===== config.mk =====
export PLATFORM = sky130hd
export DESIGN_NAME = mdio_phy_responder
export DESIGN_NICKNAME = d
export VERILOG_FILES = /design/src/rtl/mdio_phy_responder.sv
export SDC_FILE = /design/constraint.sdc
export NUM_CORES = 1
export LEC_CHECK = 0
export CORE_MARGIN = 2
export CORE_UTILIZATION = 40
export CTS_CLUSTER_DIAMETER = 50
export CTS_CLUSTER_SIZE = 12
export DETAILED_ROUTE_END_ITERATION = 10
export PLACE_DENSITY = 0.66
export SKIP_LAST_GASP = 1
export SLEW_MARGIN = 20
export SYNTH_ARGS = -nofsm -noshare
export SYNTH_HDL_FRONTEND = slang
export SYNTH_SLANG_ARGS = --single-unit

===== constraint.sdc =====
create_clock -name clock -period 2.22 [get_ports clock]
set_input_delay 0.444 -clock clock [delete_from_list [all_inputs] [get_ports clock]]
set_output_delay 0.444 -clock clock [all_outputs]
set_load 0.01 [all_outputs]

===== src/rtl/mdio_phy_responder.sv =====
// Clause 22 MDIO responder: oversamples MDC/MDIO on the system clock, decodes frames for PHY_ADDR,
// strobes writes out and serialises read data taken from an external register file.
module mdio_phy_responder #(
  parameter logic [4:0]  PHY_ADDR     = 5'd1,
  parameter bit          ACCEPT_BCAST = 1'b0,
  parameter int unsigned PREAMBLE_MIN = 32,
  parameter int unsigned SYNC_STAGES  = 2
) (
  input  logic        clock,
  input  logic        reset,
  input  logic        io_mdc,
  input  logic        io_mdioIn,
  output logic        io_mdioOut,
  output logic        io_mdioOutEn,
  output logic [4:0]  io_rdRegAddr,
  input  logic [15:0] io_rdData,
  output logic        io_wrValid,
  output logic [4:0]  io_wrRegAddr,
  output logic [15:0] io_wrData,
  output logic        io_frameErr
);

  localparam logic [5:0] PreMin = 6'(PREAMBLE_MIN);

  typedef enum logic [3:0] {
    StPre, StSt, StOp, StPhyad, StRegad, StTaR, StRdData, StTaW, StWrData, StSkip
  } state_e;

  logic [SYNC_STAGES-1:0] mdc_sync_q, mdio_sync_q;
  logic                   mdc_prev_q;
  logic                   bit_ev, bit_in, addr_match;

  state_e      state_q, state_d;
  logic [5:0]  pre_cnt_q, pre_cnt_d;
  logic [4:0]  bit_cnt_q, bit_cnt_d;
  logic [1:0]  op_q, op_d;
  logic [4:0]  phy_q, phy_d;
  logic [4:0]  reg_q, reg_d;
  logic [15:0] shift_q, shift_d;
  logic        ta_first_q, ta_first_d;
  logic [4:0]  rd_addr_q, rd_addr_d;
  logic [4:0]  wr_addr_q, wr_addr_d;
  logic [15:0] wr_data_q, wr_data_d;
  logic        wr_valid_q, wr_valid_d;
  logic        frame_err_q, frame_err_d;
  logic        out_q, out_d;
  logic        oe_q, oe_d;

  // Synchronisers idle high so an MDC already high out of reset is not seen as a rising edge.
  always_ff @(posedge clock) begin
    if (reset) begin
      mdc_sync_q  <= '1;
      mdio_sync_q <= '1;
      mdc_prev_q  <= 1'b1;
      state_q     <= StPre;
      pre_cnt_q   <= '0;
      bit_cnt_q   <= '0;
      op_q        <= '0;
      phy_q       <= '0;
      reg_q       <= '0;
      shift_q     <= '0;
      ta_first_q  <= 1'b0;
      rd_addr_q   <= '0;
      wr_addr_q   <= '0;
      wr_data_q   <= '0;
      wr_valid_q  <= 1'b0;
      frame_err_q <= 1'b0;
      out_q       <= 1'b1;
      oe_q        <= 1'b0;
    end else begin
      mdc_sync_q  <= {mdc_sync_q[SYNC_STAGES-2:0], io_mdc};
      mdio_sync_q <= {mdio_sync_q[SYNC_STAGES-2:0], io_mdioIn};
      mdc_prev_q  <= mdc_sync_q[SYNC_STAGES-1];
      state_q     <= state_d;
      pre_cnt_q   <= pre_cnt_d;
      bit_cnt_q   <= bit_cnt_d;
      op_q        <= op_d;
      phy_q       <= phy_d;
      reg_q       <= reg_d;
      shift_q     <= shift_d;
      ta_first_q  <= ta_first_d;
      rd_addr_q   <= rd_addr_d;
      wr_addr_q   <= wr_addr_d;
      wr_data_q   <= wr_data_d;
      wr_valid_q  <= wr_valid_d;
      frame_err_q <= frame_err_d;
      out_q       <= out_d;
      oe_q        <= oe_d;
    end
  end

  assign bit_ev     = mdc_sync_q[SYNC_STAGES-1] & ~mdc_prev_q;
  assign bit_in     = mdio_sync_q[SYNC_STAGES-1];
  assign addr_match = (phy_q == PHY_ADDR) || (ACCEPT_BCAST && (phy_q == 5'd0));

  always_comb begin
    state_d     = state_q;
    pre_cnt_d   = pre_cnt_q;
    bit_cnt_d   = bit_cnt_q;
    op_d        = op_q;
    phy_d       = phy_q;
    reg_d       = reg_q;
    shift_d     = shift_q;
    ta_first_d  = ta_first_q;
    rd_addr_d   = rd_addr_q;
    wr_addr_d   = wr_addr_q;
    wr_data_d   = wr_data_q;
    wr_valid_d  = 1'b0;
    frame_err_d = 1'b0;
    out_d       = out_q;
    oe_d        = oe_q;
    if (bit_ev) begin
      case (state_q)
        StPre: begin
          if (bit_in) begin
            pre_cnt_d = (pre_cnt_q == 6'd63) ? 6'd63 : pre_cnt_q + 6'd1;
          end else begin
            pre_cnt_d = '0;
            if (pre_cnt_q >= PreMin) state_d = StSt;
          end
        end
        StSt: begin
          bit_cnt_d = '0;
          pre_cnt_d = '0;
          state_d   = bit_in ? StOp : StPre;
        end
        StOp: begin
          op_d = {op_q[0], bit_in};
          if (bit_cnt_q == 5'd1) begin
            state_d   = StPhyad;
            bit_cnt_d = '0;
          end else begin
            bit_cnt_d = bit_cnt_q + 5'd1;
          end
        end
        StPhyad: begin
          phy_d = {phy_q[3:0], bit_in};
          if (bit_cnt_q == 5'd4) begin
            state_d   = StRegad;
            bit_cnt_d = '0;
          end else begin
            bit_cnt_d = bit_cnt_q + 5'd1;
          end
        end
        StRegad: begin
          reg_d = {reg_q[3:0], bit_in};
          if (bit_cnt_q == 5'd4) begin
            bit_cnt_d = '0;
            if (!addr_match) begin
              state_d   = StSkip;
              bit_cnt_d = 5'd17;
            end else if (op_q == 2'b10) begin
              rd_addr_d = reg_d;
              state_d   = StTaR;
            end else if (op_q == 2'b01) begin
              state_d = StTaW;
            end else begin
              frame_err_d = 1'b1;
              state_d     = StSkip;
              bit_cnt_d   = 5'd17;
            end
          end else begin
            bit_cnt_d = bit_cnt_q + 5'd1;
          end
        end
        StTaR: begin
          shift_d   = io_rdData;
          oe_d      = 1'b1;
          out_d     = 1'b0;
          bit_cnt_d = '0;
          state_d   = StRdData;
        end
        StRdData: begin
          // 16 events drive D15..D0; the 17th releases the pad.
          if (bit_cnt_q == 5'd16) begin
            oe_d      = 1'b0;
            out_d     = 1'b1;
            pre_cnt_d = bit_in ? 6'd1 : 6'd0;
            state_d   = StPre;
          end else begin
            out_d     = shift_q[15];
            shift_d   = {shift_q[14:0], 1'b0};
            bit_cnt_d = bit_cnt_q + 5'd1;
          end
        end
        StTaW: begin
          if (bit_cnt_q == 5'd0) begin
            ta_first_d = bit_in;
            bit_cnt_d  = 5'd1;
          end else if (ta_first_q && !bit_in) begin
            bit_cnt_d = '0;
            state_d   = StWrData;
          end else begin
            frame_err_d = 1'b1;
            bit_cnt_d   = 5'd15;
            state_d     = StSkip;
          end
        end
        StWrData: begin
          shift_d = {shift_q[14:0], bit_in};
          if (bit_cnt_q == 5'd15) begin
            wr_valid_d = 1'b1;
            wr_addr_d  = reg_q;
            wr_data_d  = shift_d;
            pre_cnt_d  = '0;
            state_d    = StPre;
          end else begin
            bit_cnt_d = bit_cnt_q + 5'd1;
          end
        end
        StSkip: begin
          if (bit_cnt_q == 5'd0) begin
            pre_cnt_d = '0;
            state_d   = StPre;
          end else begin
            bit_cnt_d = bit_cnt_q - 5'd1;
          end
        end
        default: begin
          pre_cnt_d = '0;
          state_d   = StPre;
        end
      endcase
    end
  end

  always_comb begin
    io_mdioOut   = out_q;
    io_mdioOutEn = oe_q;
    io_rdRegAddr = rd_addr_q;
    io_wrValid   = wr_valid_q;
    io_wrRegAddr = wr_addr_q;
    io_wrData    = wr_data_q;
    io_frameErr  = frame_err_q;
  end

endmodule

Word-level counts from Yosys, hierarchy flattened
Index checks and enable logic that the tools add are counted.
- bits in registers: 79
- bits of input ports: 20
- output and inout bits: 30
- magnitude comparators: 1
- add/subtract/negate cells: 3
- bitwise logic cells: 5
- eq/ne operators: 29
- reductions and logical operators: 23
- multiplexer cells: 48
- operator list (operator ; number):
    $mux W4 ; 14
    $pmux W16 S3 ; 1
    $mux W5 ; 9
    $pmux W4 S10 ; 1
    $pmux W5 S8 ; 1
    $mux W6 ; 5
    $pmux W6 S5 ; 1
    $ne A2 B2 Y1 const B ; 12
    $eq A4 B3 Y1 const B ; 4
    $mux W16 ; 1
    $reduce_and A5 Y1 ; 3
    $reduce_and A3 Y1 ; 4
    $mux W1 ; 11
    $eq A5 B1 Y1 const B ; 2
    $reduce_and A10 Y1 ; 1
    $eq A4 B2 Y1 const B ; 2
    $eq A4 B4 Y1 const B ; 2
    $reduce_and A2 Y1 ; 4
    $reduce_bool A8 Y1 ; 1
    $add A6 B1 Y6 const B ; 1
    $eq A6 B6 Y1 const B ; 1
    $ge A6 B6 Y1 const B ; 1
    $pmux W1 S2 ; 3
    $add A5 B1 Y5 const B ; 1
    19 further kinds ; 23

Logic depth before layout (Yosys ltp)
Gate-level depths: netlist of the first run.
- depth after elaboration: 6
- depth in mapped cells: 9
- depth with buffers taken out: 8

Least setup slack after synthesis of the first run
OpenSTA, ideal clock, no wires.
- kind: reg2reg
- from: register bit_cnt_q[0]
- to: register bit_cnt_q[3]
- data required time: 2.095 ns
- library setup time: 0.125 ns
- cell stages (with the launch flop): 9
- path slack: -0.011 ns
- data arrival time: 2.107 ns
- period minus slack after synthesis: 2.231 ns
- cells stage by stage: dfxtp_1 > ha_1 > and3_1 > ha_1 > or4_1 > o211ai_1 > nand2_1 > a2111oi_2 > nor2_1
- cells in the longest elaborated chain, start to end: 3
- ends and longest elaborated chain (element ; RTL line ; source):
    start: declaration ; 35 ; logic [4:0] bit_cnt_q, bit_cnt_d;
    start signal: assignment ; 76 ; bit_cnt_q <= bit_cnt_d;
    $sub A5 B1 Y5, or another cell as far along ; 216 ; bit_cnt_d = bit_cnt_q - 5'd1;
    $mux W5, or another cell as far along ; 212 ; if (bit_cnt_q == 5'd0) begin
    $pmux W5 S8 or $reduce_and A5 Y1 (tied branches) ; -- ;
Parallel ways exist; a longest one is shown, timed or not. The select of a mux whose other input is x is not followed.
A chain may end at the register's enable or synchronous reset.

Worst setup path in the final report of the first run
- from: register bit_cnt_q[0]
- to: register bit_cnt_q[2]
Same word-level chain as after synthesis.

==> metrics.txt, run 1 <==
outcome finished, final reports clean; CP endpoint kind register; crit path DAT 2.45 ns; DIE WIDTH between 100 and 150 um; Mapped Area 3980 um^2; Critical Path, Cell by Cell ha_1, and3_4, ha_2, or4_1, o211ai_1, buf_4, and2_1, a21oi_1, a311oi_1; count leader, synth dfxtp_1; RSZ-0062 raised after global routing yes; core footprint 9730 um^2; total track usage between 10% and 20%; critical path required time between 2 and 2.5 ns; vias 3705; Hold Crit Class reg2reg; Logic pwr share between 3 and 4%; number of distinct library cells after synthesis 63; Routability Congestion ~0.90; syn_nets slightly above 500; vias in the first global route 3426; Fin Setup TNS 0 ns; Post-route DRC 0; final WL about 11 mm; EDFF count, synth 0; Seq/Total Area, Yosys between 30% and 40%; Final Cycle Share 98.9%; initial antenna violation count 0; Design Area, Final roughly 5000 um^2; dpl cell area ~4800 um^2; f_max around 460 MHz; I/O pin total 50; Area Growth Syn to Fin 27.7%; NetSw between 600 and 700 uW; Antenna Nets Post-Route 0; share of power burned in registers 52.5%; switching portion of total power between 20 and 25%; Post-Place Worst Slack -0.0574 ns; clock root buffer clkbuf_8; Detailed Route Iter0 Violations roughly 220; #FFs+latches synth 79; Die ar. around 11000 um^2; global-route wire length before repair roughly 17 mm; Leak ~1.8 nW; Startpoint Class register; max-cap violations 0; total grt overflow 0; top cell type by total area after synthesis dfxtp_1; CP max stage cell or4_1; critical path fanouts, max 5; H-Tree Depth 3; hpwl dp 7.44 mm; Post-Layout Cell Count 685; ys flop type dfxtp_1; min Tclk post-route roughly 2.2 ns; Rel. slew slack 68.4%; ranking of synthesized cells by area dfxtp_1, mux2i_1, nand2_1; row count 36; Worst VDD drop ~0.32 mV; area share of the largest cell type after synthesis about two fifths; buffer levels on the longest clock path 2; layout filler cell count between 900 and 1k; clk_skew between 0.015 and 0.02 ns; Final setup viols 0; hold buffers post-CTS 0; initial core utilization 40.9%; Clock transition at path regs 0.09 ns; Port Buffer Count approximately 50; WL/cell between 15 and 20 um; via/cell ratio ~5.4; kind of critical path reg2reg; clock network fraction of total power 44.0%; measured slew at the worst slew-check pin about 0.47 ns; share of cells above drive strength 1 15.9%; clk_lat worst skew about 0.36 ns; Synth Instances approximately 480; synthesized area per cell around 8.3 um^2; final worst-path setup slack 0.0255 ns; ys async rst share 0%; Nets around 580; Placed Cells 667; Crit path largest cell delay around 0.4 ns; Antenna Cells 0; CTS tree built; Ys Warns 0; drt first pass iters 5; final hold vios 0; die height 104 um; final slew viol count 0; clk sinks slightly below 80; final total power about 2.7 mW; largest net degree at the start of global routing 32; total CTS buffers 9; pwr dens ~530 nW/um^2; Internal approximately 2.1 mW; most frequent cells after synthesis dfxtp_1, nand2_1, nor2_1, a21oi_1, mux2i_1
## layout by cell type, fill, tap and decap left out, types with 3 or more instances in the layout
cell type / instances
a211oi_1: 15
and3_1: 3
o21ai_0: 10
ha_1: 7
a21oi_1: 45
nor2_1: 50
xnor2_1: 4
inv_1: 12
o211ai_1: 4
nand3b_1: 3
nor2b_1: 11
or2_2: 5
nand2b_1: 4
dfxtp_1: 74
clkbuf_8: 9
dfxtp_2: 4
a31oi_1: 4
mux2i_1: 30
nand2_1: 67
nand3_1: 18
clkdlybuf4s50_1: 48
buf_4: 39
nor3_1: 14
## cell families after synthesis
kind of cell	after synthesis	share of synthesized area [%]
simple gates	204	25.6
compound gates	103	16.7
flops	79	39.7
buf+inv	48	5.44
mux	33	8.39
fa+ha+maj	9	2.83
xor+xnor	6	1.32
## worst max-delay path: cells and delay by family, from the launching register on
family / cells / cell delay, ns
buffers and inverters: 1 / 0.16
AND/OR/NAND/NOR: 3 / 0.72
adder cells (fa/ha/maj): 2 / 0.39
AO/OA/AOI/OAI: 3 / 0.46
flip-flops: 1 / 0.37
## registers in the layout, indices dropped and copies added (netlist names)
name,flops
bit_cnt_q,5
io_mdioOut,1
io_frameErr,1
io_wrRegAddr,5
io_wrValid,1
reg_q,5
ta_first_q,1
mdio_sync_q,2
io_rdRegAddr,5
mdc_prev_q,1
phy_q,5
io_wrData,16
state_q,4
io_mdioOutEn,1
op_q,2
shift_q,16
mdc_sync_q,2
pre_cnt_q,6
## metrics by stage
stage | utilization, % | hold WS, ns
3_5_place_dp | 49.2 | 0.402
2_1_floorplan | - | 0.389
6_report | 52.2 | 0.418
3_3_place_gp | 49.2 | 0.402
5_1_grt | 52.2 | 0.437
4_1_cts | 51.5 | 0.425
## worst paths after layout
check                                   start            end  slack (ns)  cells after the start
worst max-delay path             bit_cnt_q[0]   bit_cnt_q[2]        0.03                      9
worst min register to register  mdc_sync_q[0]  mdc_sync_q[1]        0.42                      1
worst max register to register   bit_cnt_q[0]   bit_cnt_q[2]        0.03                      9
worst min-delay path            mdc_sync_q[0]  mdc_sync_q[1]        0.42                      1
## metal layers
metal | track usage (%) | part of all wire [%] | wire, um | up-vias
met2 | 30.0 | 46 | 4840 | 147
met5 | 0 | 0 | 0 | -
met3 | 4.91 | 6.5 | 685 | 24
met4 | 6.18 | 2.4 | 249 | 0
li1 | - | - | - | 1822
met1 | 26.8 | 45 | 4750 | 1712
## cell type report
| cell class | count | area (um^2) | share of cell area (%) |
|---|---|---|---|
| multi-input combinational | 355 | 2240 | 44.1 |
| clock buffer | 10 | 128 | 2.51 |
| clock inverter | 6 | 93.8 | 1.85 |
| inverter | 12 | 45.0 | 0.886 |
| timing repair buffer | 90 | 818 | 16.1 |
| tap | 133 | 166 | 3.27 |
| sequential | 79 | 1590 | 31.3 |
## power groups by stage
stage / clock, mW / combinational (mW) / sequential [mW]
finish: 1.19 / 0.0924 / 1.42
global route: 1.28 / 0.101 / 1.42
CTS: 1.22 / 0.0927 / 1.42
detailed placement: 0 / 0.0917 / 1.46
global placement: 0 / 0.0905 / 1.46
floorplan: 0 / 0.0441 / 1.45
## repair_timing
action	CTS	global route
pin swaps	1	4
resized for setup	1	17
buffers inserted	1	1
setup endpoints to repair	3	31
Power figures use the tool's default switching activity.
==> inputs of run 2 (changes only) <==
Settings changed: CORE_UTILIZATION 40 to 50, GPL_TIMING_DRIVEN from default to 0, PLACE_DENSITY 0.66 to 0.79, RECOVER_POWER from default to 100.
==> metrics.txt, run 2 (synthesized netlist as in run 1, its figures left out) <==
commonest cells after routing, fill and taps aside dfxtp_1, nand2_1, nor2_1, a21oi_1, dlygate4sd3_1; Hold Crit Class reg2reg; buffer levels on the longest clock path 2 (unchanged); Die ar. 8690 um^2 (-19%); Post-route DRC 0 (unchanged); initial antenna violation count 0 (unchanged); Nets 578 (+0.35%); crit path DAT 2.52 ns (+0.07 ns); DIE WIDTH 93.2 um (-10%); drt first pass iters 5 (unchanged); RSZ-0062 raised after global routing yes; Port Buffer Count 49 (unchanged); hpwl dp 7.75 mm (+4.2%); core footprint 7730 um^2 (-21%); initial core utilization 51.5% (+11 points); final slew viol count 0 (unchanged); clk_lat worst skew 0.37 ns (about the same); I/O pin total 50 (unchanged); clk_skew 0.0145 ns (-0.00302 ns); Post-Layout Cell Count 656 (-4.2%); final hold vios 0 (unchanged); kind of critical path reg2reg; Clock transition at path regs 0.09 ns (about the same); critical path required time 2.50 ns (+0.02 ns); Area Growth Syn to Fin 26.5%; H-Tree Depth 3 (unchanged); total CTS buffers 9 (unchanged); f_max 446 MHz (-2.0%); share of cells above drive strength 1 16.1% (+0.12 points); Placed Cells 633 (-5.1%); CTS tree built; Rel. slew slack 58.4% (-10 points); min Tclk post-route 2.24 ns (+0.0452 ns); Hold Path Depth 1 (unchanged); commonest non-fill, non-tap cell in the layout dfxtp_1; pwr dens 509 nW/um^2 (-4.5%); WL/cell 16.9 um (+10%); max-cap violations 0 (unchanged); Final Cycle Share 101% (+2.0 points); Worst VDD drop 0.287 mV (-9.7%); final core occ 65.2% (+13 points); die height 93.2 um (-10%); total grt overflow 0 (unchanged); hold buffers post-CTS 0 (unchanged); Antenna Cells 0 (unchanged); row count 32 (-11%); Antenna Nets Post-Route 0 (unchanged); final worst-path setup slack -0.0198 ns (-0.0452 ns); total track usage 25.5% (+6.1 points); Final setup viols 1 (+1); via/cell ratio 5.91 (+9.4%); vias 3880 (+4.7%); outcome complete, but fails checks; global-route wire length before repair 17.7 mm (+2.2%); critical path fanouts, max 6 (+1); Routability Congestion 1.02 (+13%); CP endpoint kind register; final WL 11.1 mm (+5.5%); largest net degree at the start of global routing 16 (-50%); vias in the first global route 3786 (+11%); clk sinks 79 (unchanged); worst reg-to-reg path cell count 9 (unchanged); Leak 1.82 nW (+2.9%); Startpoint Class register; clock root buffer clkbuf_8; violations in the final reports setup timing; hold slack final 0.443 ns (+0.0254 ns); Detailed Route Iter0 Violations 352 (+59%); measured slew at the worst slew-check pin 0.625 ns (+0.151 ns)
==> run 2: per-stage QoR <==
| step | area, um^2 | setup TNS [ns] | worst slack [ns] | total power [mW] |
|---|---|---|---|---|
| after floorplan | 3980 | 0 | 0.0251 | 1.50 |
| after global placement | 4600 | -3.27 | -0.252 | 1.55 |
| after detailed placement | 4600 | -4.82 | -0.284 | 1.55 |
| after CTS | 4860 | -0.0986 | -0.0295 | 2.57 |
| after global routing | 5040 | -0.171 | -0.0642 | 2.63 |
| final | 5040 | -0.0198 | -0.0198 | 2.56 |
==> run 2: final cells by class <==
cell class	instances	area, um^2
repair buffers	56	543
plain buffers	36	180
multi-input cells	355	2370
well taps	102	128
clock inverters	6	50.0
clock buffers	10	138
fillers	619	2690
inverters	12	45.0
flip-flops and latches	79	1590
==> run 2: critical path, stage by stage (launching register included) <==
cell,delay [ns]
dfxtp_4,0.38
ha_4,0.18
and3_4,0.18
ha_4,0.17
or4_4,0.41
o211ai_1,0.19
buf_4,0.19
and2_1,0.16
a21oi_1,0.08
a311oi_1,0.20
==> run 2: path summary, 6_finish.rpt <==
path / startpoint / endpoint / slack, ns
setup / recovery: bit_cnt_q[0] / bit_cnt_q[2] / -0.02
hold reg to reg: mdc_sync_q[0] / mdc_sync_q[1] / 0.44
setup reg to reg: bit_cnt_q[0] / bit_cnt_q[2] / -0.02
hold / removal: mdc_sync_q[0] / mdc_sync_q[1] / 0.44
==> run 2: layer usage <==
metal  up-vias  wire length (um)  track usage (%)
li1       1832                 -                -
met2       191              5130             42.3
met1      1815              4740             31.0
met3        42               886             7.74
met5         -                 0                0
met4         0               346             9.80
==> run 2: repair_timing <==
item / in CTS / in global routing
pin swaps: 2 / 8
gates resized for setup: 12 / 34
setup endpoints to repair: 22 / 52
buffers inserted: 2 / 5
==> run 2: where the power goes <==
part	switching [mW]	internal (mW)
sequential	0.00231	1.42
combinational	0.0513	0.0454
clock	0.593	0.452
total	0.647	1.92
==> inputs of run 3 (changes only) <==
Settings changed: PLACE_DENSITY 0.79 to 0.74.
==> metrics.txt, run 3 (synthesized netlist as in run 1, its figures left out) <==
worst reg-to-reg path cell count 9 (unchanged); vias in the first global route 3689 (-2.6%); Final Cycle Share 102% (+1.3 points); Detailed Route Iter0 Violations 339 (-3.7%); clk_skew 0.00921 ns (-0.00529 ns); crit path DAT 2.47 ns (-0.05 ns); hold buffers post-CTS 0 (unchanged); DIE WIDTH 93.2 um (unchanged); commonest non-fill, non-tap cell in the layout dfxtp_1; final core occ 65.8% (+0.62 points); measured slew at the worst slew-check pin 0.771 ns (+0.146 ns); Clock transition at path regs 0.08 ns (about the same); Routability Congestion 0.982 (-4.0%); Nets 582 (+0.69%); Final setup viols 1 (unchanged); clock root buffer clkbuf_8; final worst-path setup slack -0.0497 ns (-0.0299 ns); via/cell ratio 5.83 (-1.4%); WL/cell 17.1 um (+0.84%); Antenna Nets Post-Route 0 (unchanged); core footprint 7730 um^2 (unchanged); row count 32 (unchanged); commonest cells after routing, fill and taps aside dfxtp_1, nand2_1, nor2_1, clkdlybuf4s50_1, a21oi_1; Reg-to-Reg Start bit_cnt_q[0]; Antenna Cells 0 (unchanged); clk_lat worst skew 0.35 ns (-0.02 ns); initial antenna violation count 0 (unchanged); CP endpoint kind register; critical path required time 2.42 ns (-0.08 ns); min Tclk post-route 2.27 ns (+0.0299 ns); I/O pin total 50 (unchanged); RSZ-0062 raised after global routing yes; Leak 1.75 nW (-4.0%); global-route wire length before repair 18.0 mm (+1.8%); vias 3848 (-0.82%); Design Area, Final 5080 um^2 (+0.94%); Die ar. 8690 um^2 (unchanged); final total power 2.70 mW (+5.4%); Hold Crit Class reg2reg; Worst setup startpoint bit_cnt_q[0]; Worst VDD drop 0.327 mV (+14%); total grt overflow 0 (unchanged); Port Buffer Count 49 (unchanged); Area Growth Syn to Fin 27.7%; H-Tree Depth 3 (unchanged); final slew viol count 0 (unchanged); Worst R2R Setup Slack -0.05 ns (-0.03 ns); Placed Cells 633 (unchanged); share of cells above drive strength 1 16.7% (+0.60 points); buffer levels on the longest clock path 2 (unchanged); hpwl dp 7.92 mm (+2.1%); Startpoint Class register; dpl cell area 4600 um^2 (unchanged); final hold vios 0 (unchanged); CP Capture Point bit_cnt_q[2]; violations in the final reports setup timing; initial core utilization 51.5% (unchanged); drt first pass iters 5 (unchanged); final WL 11.3 mm (+1.5%); FF-to-FF End bit_cnt_q[2]; Post-Layout Cell Count 660 (+0.61%); CTS tree built; die height 93.2 um (unchanged); largest net degree at the start of global routing 14 (-2); Rel. slew slack 47.9% (-10 points); total track usage 26.3% (+0.76 points); f_max 441 MHz (-1.3%); Post-route DRC 0 (unchanged); critical path fanouts, max 8 (+2); total CTS buffers 9 (unchanged); pwr dens 531 nW/um^2 (+4.4%); kind of critical path reg2reg; clk sinks 79 (unchanged); outcome complete, but fails checks; max-cap violations 0 (unchanged)
-- run 3: cell types whose count changed in the layout (fill, tap and decap cells not counted), moves of 2 or more --
cell	previous run	this run
dlygate4sd3_1	31	1
clkdlybuf4s50_1	18	48
clkbuf_2	3	5
buf_6	1	3
bufinv_16	0	2
buf_2	12	10
buf_4	11	14
-- run 3: worst max-delay path, stage by stage (launching register included) --
cell,delay (ns)
dfxtp_4,0.38
ha_4,0.16
and3_4,0.18
ha_4,0.17
or4_4,0.42
o211ai_1,0.15
nand2_2,0.24
buf_6,0.19
a21oi_2,0.13
a311oi_1,0.10
-- run 3: cell type report --
type | instances | area (um^2)
sequential | 79 | 1590
timing repair buffer | 60 | 581
multi-input combinational | 355 | 2340
fill | 647 | 2640
buffer | 36 | 188
clock inverter | 5 | 81.3
inverter | 12 | 48.8
tap | 102 | 128
clock buffer | 11 | 131
-- run 3: layer usage --
metal	share of wire (%)	track usage (%)	up-vias
li1	-	-	1845
met1	44	33.5	1790
met2	48	44.0	188
met3	6.7	6.85	25
met4	1.9	7.23	0
met5	0	0	-
-- run 3: power breakdown --
group	internal [mW]	leakage (nW)	switching, mW
combinational	0.0467	1.01	0.0522
clock	0.637	0.104	0.543
sequential	1.42	0.639	0.00264
-- run 3: what timing repair did --
action / in CTS / in global routing
endpoints found under the setup margin: 38 / 52
pin swaps: 2 / 10
setup buffers: 5 / 6
cloned: 0 / 0
resized for setup: 14 / 36
-- run 3: how the worst min path moves through the flow --
| stage | from | endpoint | cells after the start |
|---|---|---|---|
| final | mdio_sync_q[0] | mdio_sync_q[1] | 1 |
| after global routing | mdio_sync_q[0] | mdio_sync_q[1] | 1 |
| after CTS | mdio_sync_q[0] | mdio_sync_q[1] | 1 |
| after detailed placement | mdio_sync_q[0] | mdio_sync_q[1] | 1 |
| after global placement | mdio_sync_q[0] | mdio_sync_q[1] | 1 |
| after floorplan | mdc_sync_q[0] | mdc_sync_q[1] | 1 |
-- run 3: metrics by stage --
| stage | hold slack [ns] | setup slack, ns | TNS (ns) |
|---|---|---|---|
| after floorplan | 0.389 | 0.0251 | 0 |
| after global placement | 0.405 | -0.227 | -6.36 |
| after detailed placement | 0.403 | -0.262 | -7.79 |
| after CTS | 0.426 | -0.0107 | -0.0230 |
| after global routing | 0.435 | -0.0949 | -0.287 |
| final | 0.426 | -0.0497 | -0.0497 |
